**src/rtl/core_bus_arbiter.sv**
```systemverilog
// Two-into-one Wishbone arbiter. It connects the instruction-fetch port and the
// data-memory port to one shared bus. The grant is held until the transaction
// completes. A watchdog turns a hung slave into an error response.
module core_bus_arbiter #(
    parameter int unsigned TIMEOUT_CYCLES = 255,
    parameter bit          DATA_PRIORITY  = 1'b1
) (
    input  logic        clk_i,
    input  logic        rst_ni,
    // instruction port
    input  logic        iwbs_cyc_i,
    input  logic        iwbs_stb_i,
    input  logic [31:0] iwbs_addr_i,
    output logic [31:0] iwbs_dat_o,
    output logic        iwbs_ack_o,
    output logic        iwbs_err_o,
    // data port
    input  logic        dwbs_cyc_i,
    input  logic        dwbs_stb_i,
    input  logic        dwbs_we_i,
    input  logic [3:0]  dwbs_sel_i,
    input  logic [31:0] dwbs_addr_i,
    input  logic [31:0] dwbs_dat_i,
    output logic [31:0] dwbs_dat_o,
    output logic        dwbs_ack_o,
    output logic        dwbs_err_o,
    // shared bus
    output logic        wbm_cyc_o,
    output logic        wbm_stb_o,
    output logic        wbm_we_o,
    output logic [3:0]  wbm_sel_o,
    output logic [31:0] wbm_addr_o,
    output logic [31:0] wbm_dat_o,
    input  logic [31:0] wbm_dat_i,
    input  logic        wbm_ack_i,
    input  logic        wbm_err_i
);

    // A disabled watchdog still gets a 1-bit counter so no zero-width vectors appear.
    localparam int unsigned CntW = (TIMEOUT_CYCLES > 0) ? $clog2(TIMEOUT_CYCLES + 1) : 1;
    localparam bit            WdEn    = (TIMEOUT_CYCLES != 0);
    localparam logic [CntW-1:0] CntMax  = '1;
    localparam logic [CntW-1:0] CntLast = CntW'(TIMEOUT_CYCLES - 1);

    typedef enum logic [1:0] {StIdle, StGntI, StGntD} state_e;

    state_e          state_q, state_d;
    logic            last_gnt_q, last_gnt_d;  // 1 = data port was granted last
    logic [CntW-1:0] cnt_q, cnt_d;

    logic i_req, d_req, resp, gnt_cyc, timeout;

    assign i_req = iwbs_cyc_i & iwbs_stb_i;
    assign d_req = dwbs_cyc_i & dwbs_stb_i;
    assign resp  = wbm_ack_i | wbm_err_i;

    // Read data is broadcast; only ack/err are steered.
    assign iwbs_dat_o = wbm_dat_i;
    assign dwbs_dat_o = wbm_dat_i;

    // Cycle line of the currently granted port; low means abort or no grant.
    always_comb begin
        gnt_cyc = 1'b0;
        case (state_q)
            StGntI:  gnt_cyc = iwbs_cyc_i;
            StGntD:  gnt_cyc = dwbs_cyc_i;
            default: gnt_cyc = 1'b0;
        endcase
    end

    // Watchdog fires on the last allowed wait cycle unless the slave responds then.
    assign timeout = WdEn && (state_q != StIdle) && gnt_cyc && !resp && (cnt_q == CntLast);

    // State, grant history and watchdog registers.
    always_ff @(posedge clk_i or negedge rst_ni) begin
        if (!rst_ni) begin
            state_q    <= StIdle;
            last_gnt_q <= 1'b0;
            cnt_q      <= '0;
        end else begin
            state_q    <= state_d;
            last_gnt_q <= last_gnt_d;
            cnt_q      <= cnt_d;
        end
    end

    // Arbitration and transaction-completion next state.
    always_comb begin
        state_d    = state_q;
        last_gnt_d = last_gnt_q;
        cnt_d      = cnt_q;
        case (state_q)
            StIdle: begin
                cnt_d = '0;
                if (d_req && (!i_req || DATA_PRIORITY || !last_gnt_q)) begin
                    state_d    = StGntD;
                    last_gnt_d = 1'b1;
                end else if (i_req) begin
                    state_d    = StGntI;
                    last_gnt_d = 1'b0;
                end
            end
            StGntI, StGntD: begin
                if (!gnt_cyc || resp || timeout) begin
                    state_d = StIdle;
                end else if (cnt_q != CntMax) begin
                    cnt_d = cnt_q + 1'b1;
                end
            end
            default: state_d = StIdle;
        endcase
    end

    // Bus request muxing and response steering.
    always_comb begin
        wbm_cyc_o  = 1'b0;
        wbm_stb_o  = 1'b0;
        wbm_we_o   = 1'b0;
        wbm_sel_o  = 4'h0;
        wbm_addr_o = 32'h0;
        wbm_dat_o  = 32'h0;
        iwbs_ack_o = 1'b0;
        iwbs_err_o = 1'b0;
        dwbs_ack_o = 1'b0;
        dwbs_err_o = 1'b0;
        case (state_q)
            StGntI: begin
                wbm_cyc_o  = i_req & ~timeout;
                wbm_stb_o  = i_req;
                wbm_sel_o  = 4'hF;
                wbm_addr_o = iwbs_addr_i;
                iwbs_ack_o = gnt_cyc & wbm_ack_i & ~wbm_err_i;
                iwbs_err_o = (gnt_cyc & wbm_err_i) | timeout;
            end
            StGntD: begin
                wbm_cyc_o  = d_req & ~timeout;
                wbm_stb_o  = d_req;
                wbm_we_o   = dwbs_we_i;
                wbm_sel_o  = dwbs_sel_i;
                wbm_addr_o = dwbs_addr_i;
                wbm_dat_o  = dwbs_dat_i;
                dwbs_ack_o = gnt_cyc & wbm_ack_i & ~wbm_err_i;
                dwbs_err_o = (gnt_cyc & wbm_err_i) | timeout;
            end
            default: ;
        endcase
    end

endmodule

```
**config.mk**
```make
export PLATFORM = sky130hd
export DESIGN_NAME = core_bus_arbiter
export DESIGN_NICKNAME = d
export VERILOG_FILES = /design/src/rtl/core_bus_arbiter.sv
export SDC_FILE = /design/constraint.sdc
export NUM_CORES = 1
export LEC_CHECK = 0
export ABC_AREA = 1
export BUFFER_PORTS_ARGS = -buffer_cell sky130_fd_sc_hd__buf_2
export CORE_AREA = 3 3 107 109
export DETAILED_ROUTE_END_ITERATION = 8
export DIE_AREA = 0 0 110 112
export PLACE_DENSITY = 0.57
export SYNTH_ARGS = -nofsm -noshare
export SYNTH_HDL_FRONTEND = slang
export SYNTH_SLANG_ARGS = --single-unit
```
**constraint.sdc**
```tcl
create_clock -name clk_i -period 1.9 [get_ports clk_i]
set_input_delay 0.38 -clock clk_i [delete_from_list [all_inputs] [get_ports clk_i]]
set_output_delay 0.38 -clock clk_i [all_outputs]
set_load 0.005 [all_outputs]
```
==> flow_metrics.tcl, run 1 <==
set metrics [dict create \
    p_per_area_nw_per_um2 621 \
    syn_nets 525 \
    clkLatencyLatePin_ns 0.24 \
    overflow 0 \
    layout.nets 649 \
    start_util 0.195 \
    grt_pass1_wl_mm 12.0 \
    grt_use_total 0.126 \
    clk_path_buf_depth 2 \
    ant_nets 0 \
    yosysTopAreaCell "nand2_1" \
    drt_first_pass_iters 4 \
    path_cells "inv_2 > ha_4 > nand2_2 > nand2_2 > nand2_4 > buf_4 > nor2_2 > nor2_2 > nor2_1 > buf_2" \
    tns_ns -0.237 \
    cts.sink_count 10 \
    netlist_area_um2 2080 \
    finClkSkew_ns 0.00291 \
    ys_top_cells_by_area "nand2_1 (26%), buf_4 (24%), dfrtp_1 (12%)" \
    syn_area_per_cell_um2 5.49 \
    worst-path-buf-inv 3 \
    syn_inst 379 \
    rrSetupSlack_ns 0.13 \
    yosysMostFrequentCell "nand2_1" \
    path_clk_slew_ns 0.05 \
    grt_max_degree 45 \
    antenna_found_initial 0 \
    cp_max_fo 4 \
    totalWireLength_mm 8.75 \
    fp.coreArea_um2 10700 \
    placed_cells 629 \
    whs_ns -0.000681 \
    vias_per_cell 3.97 \
    status "complete, but fails checks" \
    die_area_um2 12300 \
    grt_pass1_vias 2255 \
    die_w_um 110 \
    setup_slack_ns -0.0708 \
    critical-path-top-delay-family "simple AND/OR/NAND/NOR gates" \
    yosysSeqAreaShare 0.120 \
    ys_types 21 \
    hold_viol_final 6 \
    slowest_stage "dfrtp_1" \
    postSynth.asyncResetShare 1.00 \
    diodes 0 \
    stdcell_count 642 \
    ys_top_cells_by_count "nand2_1 (144), buf_4 (66), inv_1 (58)" \
    crit_type "reg -> out" \
    rows 38 \
    peakVddDrop_uv 353 \
    cts_tree "built" \
    failed_checks "hold timing, setup timing" \
    drive_above_1_share 0.486 \
    max_slew_margin 0.821 \
    cts_made_buffers 3 \
    stdcell_area_um2 2970 \
    start_kind "flip-flop" \
    cts_root_buffer "clkbuf_8" \
    crit_arrival_ns 1.59 \
    fin_crit_sh 1.04 \
    slew_viol_final 0 \
    vias 2546 \
    place_ws_ns 0.0258 \
    ys_seq_elements 10 \
    leakagePower_nw 1.92 \
    wl_per_cell_um 13.6 \
    cp.required_ns 1.52 \
    drt_first_iter_violations 70 \
    htree_levels 1 \
    hold_class "in -> async" \
    clock.fmax_mhz 507 \
    area_delta_synth_final_pct 42.5 \
    worstSetupEndpointType "primary output" \
    hpwlAfterDp_mm 6.89 \
    route.detailed.drc 0 \
    setup_viol 8 \
    ios 280 \
    ctsHoldBuffers 0 \
    cap_violations 0 \
    finalCriticalPeriod_ns 1.97 \
    rsz0062_at_grt "yes" \
    fp.dieH_um 112 \
    gp_congestion 0.902 \
    netlist.area_leader.share 0.260 \
    yosysWarningCount 0 \
    tightestPinTransition_ns 0.268 \
    cpPeakStageDelay_ns 0.40 \
    place_area_um2 2700 \
    port_buffers 183 \
    synth-edff-count 0 \
    synth_ff_type "dfrtp_1" \
]
## kinds of logic after synthesis
kind of cell    synth area share
compound gates            0.0926
buf+inv                    0.372
fa+ha+maj                 0.0301
flops                      0.120
xor+xnor                  0.0126
simple gates               0.372
## final timing paths
path | start | to | cells after the start
max in group asynchronous | rst_ni | cnt_q[3]$_DFFE_PN0P_ | 1
worst max register to register | state_q[0]$_DFFE_PN0P_ | cnt_q[1]$_DFFE_PN0P_ | 12
worst min register to register | cnt_q[0]$_DFFE_PN0P_ | cnt_q[0]$_DFFE_PN0P_ | 3
worst min-delay path | rst_ni | state_q[0]$_DFFE_PN0P_ | 1
worst max-delay path | state_q[0]$_DFFE_PN0P_ | dwbs_err_o | 10
min in group clk_i | dwbs_stb_i | state_q[1]$_DFFE_PN0P_ | 5
## power breakdown
part | switching (W) | internal [W] | total (W)
logic | 0.000765 | 0.000574 | 0.00134
registers | 0.00000907 | 0.000224 | 0.000233
clock network | 0.0000869 | 0.000182 | 0.000269
total | 0.000861 | 0.000980 | 0.00184
## metrics by stage
| step | hold slack [ns] | utilization | total power (W) |
|---|---|---|---|
| after floorplan | 0.0844 | - | 0.000923 |
| after global placement | 0.266 | 0.252 | 0.00133 |
| after detailed placement | 0.264 | 0.252 | 0.00133 |
| after CTS | 0.00829 | 0.271 | 0.00181 |
| after global routing | 0.0146 | 0.277 | 0.00201 |
| final | -0.000681 | 0.277 | 0.00184 |
## layout by cell type (no fill, tap or decap), types with 9 or more instances in the layout
cell type	synthesis	routed
nand3_1	14	14
buf_2	7	183
a21oi_1	37	28
a21oi_2	0	9
nand2_1	144	135
buf_4	66	10
nor2_1	16	11
dfrtp_1	10	10
inv_1	58	52
nand2_2	2	11
## registers in the layout, summed over array words and instances, names as in the netlist
name     count
cnt_q        8
state_q      2
## cell type report
type | instances | area, um^2
Clock buffer | 4 | 55.1
Fill cell | 1250 | 7730
Inverter | 58 | 221
Multi-Input combinational cell | 231 | 1170
Sequential cell | 10 | 250
Tap cell | 140 | 175
Timing Repair Buffer | 199 | 1100
## repair_timing
action | in CTS | in global routing
pin swaps | 9 | 13
resized for setup | 21 | 18
setup buffers | 7 | 3
hold endpoints to repair | 0 | 0
setup endpoints to repair | 42 | 54
gates cloned | 1 | 0
## routing by layer
| metal | up-vias | GRT usage | part of all wire | wire length [um] |
|---|---|---|---|---|
| met2 | 129 | 0.220 | 0.50 | 4380 |
| met3 | 4 | 0.0290 | 0.11 | 933 |
| met5 | - | 0 | 0 | 0 |
| met1 | 1105 | 0.162 | 0.39 | 3410 |
| li1 | 1308 | - | - | - |
| met4 | 0 | 0.00998 | 0.0033 | 29 |
Power figures use the tool's default switching activity.
==> run 2: changes to the inputs <==
--- a/config.mk
+++ b/config.mk
@@ -8,6 +8,7 @@
 export ABC_AREA = 1
 export BUFFER_PORTS_ARGS = -buffer_cell sky130_fd_sc_hd__buf_2
 export CORE_AREA = 3 3 107 109
+export CTS_CLUSTER_DIAMETER = 80
 export DETAILED_ROUTE_END_ITERATION = 8
 export DIE_AREA = 0 0 110 112
 export PLACE_DENSITY = 0.57
==> constraint.sdc (replaced) <==
create_clock -name clk_i -period 2 [get_ports clk_i]
set_input_delay 0.4 -clock clk_i [delete_from_list [all_inputs] [get_ports clk_i]]
set_output_delay 0.4 -clock clk_i [all_outputs]
set_load 0.005 [all_outputs]
==> run 2 against run 1 <==
Against the previous run: the run ends with setup timing left; critical path type unchanged; sequential share of layout area grew 0.23 points; setup slack gained 0.049 ns; clock skew grew 0.0010 ns; highest routed layer unchanged; via count grew 1.4%; final cell count shrank 0.93%; total power shrank 12%; first-iteration DRC count grew 73%; worst hold slack gained 0.025 ns.
==> flow_metrics.tcl, run 2 (same netlist as run 1, synthesis figures left out) <==
set metrics [dict create \
    overflow 0 \
    vias_per_cell 4.06 \
    failed_checks "setup timing" \
    whs_ns 0.0240 \
    leakagePower_nw 1.88 \
    antenna_found_initial 0 \
    crit_arrival_ns 1.62 \
    path_clk_slew_ns 0.05 \
    vias 2582 \
    drt_first_pass_iters 4 \
    clk_path_buf_depth 2 \
    fin_crit_sh 1.01 \
    largest_reg_flops 8 \
    fillers 1261 \
    die_w_um 110 \
    cts_made_buffers 3 \
    crit_type "reg -> out" \
    p_per_area_nw_per_um2 562 \
    place_area_um2 2680 \
    setup_viol 2 \
    layout.nets 643 \
    area_delta_synth_final_pct 38.7 \
    status "complete, but fails checks" \
    rsz0062_at_grt "yes" \
    hpwlAfterDp_mm 7.00 \
    worstSetupEndpointType "primary output" \
    cap_violations 0 \
    start_util 0.195 \
    diodes 0 \
    slew_viol_final 0 \
    layout_commonest_cell "buf_2" \
    tightestPinTransition_ns 0.360 \
    regToRegStartpoint "state_q[0]$_DFFE_PN0P_" \
    top_register "cnt_q" \
    clkLatencyLatePin_ns 0.24 \
    cts_root_buffer "clkbuf_8" \
    stdcell_count 636 \
    final_cell_mix "buf_2 (183), nand2_1 (142), inv_1 (55)" \
    peakVddDrop_uv 723 \
    crit_end "iwbs_ack_o" \
    setup_slack_ns -0.0213 \
    cts.sink_count 10 \
    grt_max_degree 45 \
    ant_nets 0 \
    htree_levels 1 \
    gp_congestion 0.897 \
    grt_pass1_wl_mm 12.2 \
    rrSetupSlack_ns 0.34 \
    hold_viol_final 0 \
    cts_tree "built" \
    r2r-end "cnt_q[4]$_DFFE_PN0P_" \
    crit_start "state_q[0]$_DFFE_PN0P_" \
    stdcell_area_um2 2890 \
    port_buffers 183 \
    die_area_um2 12300 \
    grt_pass1_vias 2344 \
    cp_max_fo 4 \
    hold_class "in -> async" \
    drive_above_1_share 0.456 \
    start_kind "flip-flop" \
    rows 38 \
    route.detailed.drc 0 \
    ios 280 \
    fp.coreArea_um2 10700 \
    finalCriticalPeriod_ns 2.02 \
    totalWireLength_mm 8.66 \
    grt_use_total 0.126 \
    reg2reg_depth 11 \
    tns_ns -0.0292 \
    fp.dieH_um 112 \
    reg_top3 "cnt_q (8), state_q (2)" \
    drt_first_iter_violations 121 \
    wl_per_cell_um 13.6 \
    cp.required_ns 1.60 \
    placed_cells 627 \
    max_slew_margin 0.759 \
    clock.fmax_mhz 495 \
    finClkSkew_ns 0.00393 \
]
run 2: changes by cell type in the layout (fill, tap and decap cells not counted), moves of 2 or more:
cell | before | now
buf_4 | 10 | 4
buf_6 | 2 | 4
inv_1 | 52 | 55
inv_2 | 5 | 2
nand2_1 | 135 | 142
nand2_2 | 11 | 4
nor2_1 | 11 | 13
nor2_2 | 5 | 3
run 2: final cells by class:
| type | count | area, um^2 | share of cell area |
|---|---|---|---|
| Timing Repair Buffer | 193 | 1030 | 0.357 |
| Multi-Input combinational cell | 231 | 1150 | 0.400 |
| Inverter | 58 | 220 | 0.0763 |
| Sequential cell | 10 | 250 | 0.0867 |
| Tap cell | 140 | 175 | 0.0607 |
| Clock buffer | 4 | 55.1 | 0.0191 |
run 2: per-stage QoR:
stage / utilization / power, W / worst slack (ns)
after global placement: 0.251 / 0.00126 / 0.116
after detailed placement: 0.251 / 0.00126 / 0.129
after global routing: 0.270 / 0.00178 / -0.131
after floorplan: - / 0.000876 / 0.322
final: 0.270 / 0.00162 / -0.0213
after CTS: 0.264 / 0.00161 / -0.0000909
run 2: critical path, stage by stage, from the launching register on:
cell and delay (ns):
dfrtp_1 0.40, inv_2 0.11, ha_4 0.18, nand2_2 0.06, nand2_2 0.09, nand2_4 0.07, inv_4 0.05, buf_4 0.10
nand3_4 0.07, nor2_4 0.11, buf_2 0.13
run 2: worst min path at each step:
stage	slack, ns	to	cells past startpoint	from
floorplan	0.10	cnt_q[0]$_DFFE_PN0P_	0	rst_ni
global placement	0.29	cnt_q[1]$_DFFE_PN0P_	1	rst_ni
detailed placement	0.29	cnt_q[1]$_DFFE_PN0P_	1	rst_ni
CTS	0.03	cnt_q[1]$_DFFE_PN0P_	1	rst_ni
global route	0.03	cnt_q[1]$_DFFE_PN0P_	1	rst_ni
finish	0.02	cnt_q[1]$_DFFE_PN0P_	1	rst_ni
run 2: timing repair:
item / 4_1_cts / 5_1_grt
setup buffers: 4 / 1
resized for setup: 15 / 13
pin swaps: 6 / 1
setup endpoints to repair: 40 / 37
hold buffers: 0 / 0
run 2: power breakdown:
| group | switching, W | internal (W) |
|---|---|---|
| clock network | 0.0000891 | 0.000174 |
| registers | 0.0000104 | 0.000212 |
| logic | 0.000674 | 0.000461 |
| total | 0.000774 | 0.000847 |
run 2: per-layer routing:
layer,global-route usage,vias to the layer above,part of all wire
li1,-,1295,-
met1,0.158,1155,0.40
met2,0.228,130,0.51
met3,0.0255,2,0.092
met4,0.00998,0,0.0013
met5,0,-,0
==> run 3: changes to the inputs <==
--- a/config.mk
+++ b/config.mk
@@ -12,6 +12,8 @@
 export DETAILED_ROUTE_END_ITERATION = 8
 export DIE_AREA = 0 0 110 112
 export PLACE_DENSITY = 0.57
+export RECOVER_POWER = 25
+export SKIP_LAST_GASP = 1
 export SYNTH_ARGS = -nofsm -noshare
 export SYNTH_HDL_FRONTEND = slang
 export SYNTH_SLANG_ARGS = --single-unit
==> run 3 against run 2 <==
Against the previous run: the flow still finishes with violations (setup timing); routed wire length about the same; register-to-register slack about the same; total power down 0.29%; largest cell class unchanged; worst hold slack better by 0.13 ns; sequential power about the same; critical endpoint unchanged; critical path depth unchanged; final cell count unchanged; highest routed layer unchanged; critical path type unchanged.
==> flow_metrics.tcl, run 3 (same netlist as run 1, synthesis figures left out) <==
set metrics [dict create \
    failed_checks "setup timing" \
    power_frac_clock 0.164 \
    reg_top3 "cnt_q (8), state_q (2)" \
    cts_tree "built" \
    cts_root_buffer "clkbuf_8" \
    intPower_w 0.000844 \
    totalWireLength_mm 8.65 \
    die_w_um 110 \
    grt_use_total 0.126 \
    cts_made_buffers 3 \
    overflow 0 \
    layout_commonest_cell "buf_2" \
    seqPwrFrac 0.138 \
    antenna_found_initial 0 \
    cp_max_fo 4 \
    grt_use_met2 0.228 \
    p_per_area_nw_per_um2 562 \
    power_w 0.00162 \
    grt_max_degree 45 \
    gr-usage-met1 0.158 \
    regToRegStartpoint "state_q[0]$_DFFE_PN0P_" \
    power.switching_w 0.000772 \
    status "complete, but fails checks" \
    fp.dieH_um 112 \
    reg2reg_depth 7 \
    drt_first_pass_iters 4 \
    rsz0062_at_grt "yes" \
    leakagePower_nw 1.88 \
    setup_slack_ns -0.0203 \
    diodes 0 \
    crit_start "state_q[0]$_DFFE_PN0P_" \
    finClkSkew_ns 0.00467 \
    layout.nets 643 \
    rrSetupSlack_ns 0.33 \
    placed_cells 627 \
    port_buffers 183 \
    tightestPinTransition_ns 0.639 \
    crit_type "reg -> out" \
    whs_ns 0.152 \
    finalCriticalPeriod_ns 2.02 \
    rows 38 \
    ant_nets 0 \
    clk_path_buf_depth 2 \
    path_clk_slew_ns 0.06 \
    ios 280 \
    peakVddDrop_uv 721 \
    tns_ns -0.0313 \
    clkLatencyLatePin_ns 0.24 \
    htree_levels 1 \
    vias_per_cell 4.05 \
    hold_class "in -> async" \
    clock.fmax_mhz 495 \
    slew_viol_final 0 \
    worstSetupEndpointType "primary output" \
    area_delta_synth_final_pct 38.1 \
    grt_pass1_vias 2344 \
    hold_viol_final 0 \
    final_cell_mix "buf_2 (182), nand2_1 (142), inv_1 (55)" \
    route.detailed.drc 0 \
    drive_above_1_share 0.448 \
    start_util 0.195 \
    wl_per_cell_um 13.6 \
    ctsHoldBuffers 0 \
    max_slew_margin 0.574 \
    sw_frac_of_total 0.478 \
    cp.required_ns 1.60 \
    stdcell_count 636 \
    fin_crit_sh 1.01 \
    grtUsageMet3 0.0255 \
    crit_arrival_ns 1.62 \
    vias 2576 \
    cts.sink_count 10 \
    drt_first_iter_violations 131 \
    gp_congestion 0.897 \
    crit_end "iwbs_ack_o" \
    top_register "cnt_q" \
    start_kind "flip-flop" \
    p_comb_frac 0.698 \
    largest_reg_flops 8 \
    fp.coreArea_um2 10700 \
    post-route-util 0.269 \
    grt_pass1_wl_mm 12.2 \
    grt_busiest_layer "met2" \
    cap_violations 0 \
    die_area_um2 12300 \
    setup_viol 2 \
    r2r-end "cnt_q[4]$_DFFE_PN0P_" \
    hpwlAfterDp_mm 7.00 \
]
[run 3: power groups by stage]
| stage | sequential [W] | combinational [W] | clock, W |
|---|---|---|---|
| final | 0.000223 | 0.00113 | 0.000265 |
| after global routing | 0.000224 | 0.00127 | 0.000275 |
| after CTS | 0.000223 | 0.00112 | 0.000269 |
| after detailed placement | 0.000224 | 0.00104 | 0 |
| after global placement | 0.000223 | 0.00104 | 0 |
| after floorplan | 0.000222 | 0.000655 | 0 |
[run 3: routing by layer]
layer	part of all wire	up-vias
li1	-	1294
met1	0.40	1148
met2	0.50	132
met3	0.092	2
met4	0.0013	0
met5	0	-
[run 3: how the worst min path moves through the flow]
stage | to | slack [ns]
2_1_floorplan | cnt_q[0]$_DFFE_PN0P_ | 0.10
4_1_cts | cnt_q[1]$_DFFE_PN0P_ | 0.03
3_5_place_dp | cnt_q[1]$_DFFE_PN0P_ | 0.29
6_report | cnt_q[1]$_DFFE_PN0P_ | 0.15
3_3_place_gp | cnt_q[1]$_DFFE_PN0P_ | 0.29
5_1_grt | cnt_q[1]$_DFFE_PN0P_ | 0.20
[run 3: what timing repair did]
item,CTS,global route
pin swaps,6,1
setup buffers,4,1
setup endpoints to repair,40,37
gates resized for setup,15,10
cloned,0,0
[run 3: metrics by stage]
step | area (um^2) | worst slack (ns)
detailed placement | 2680 | 0.129
global placement | 2680 | 0.116
floorplan | 2080 | 0.322
CTS | 2830 | -0.0000909
global route | 2870 | -0.131
finish | 2870 | -0.0203
[run 3: cell type report]
type | instances | area [um^2]
Clock buffer | 4 | 55.1
Fill cell | 1263 | 7830
Inverter | 58 | 220
Multi-Input combinational cell | 231 | 1140
Sequential cell | 10 | 250
Tap cell | 140 | 175
Timing Repair Buffer | 193 | 1030
[run 3: critical path, stage by stage (launching register included)]
cell	delay, ns
dfrtp_1	0.40
inv_2	0.11
ha_4	0.18
nand2_2	0.06
nand2_2	0.09
nand2_4	0.07
inv_4	0.05
buf_4	0.10
nand3_4	0.07
nor2_4	0.11
buf_2	0.13
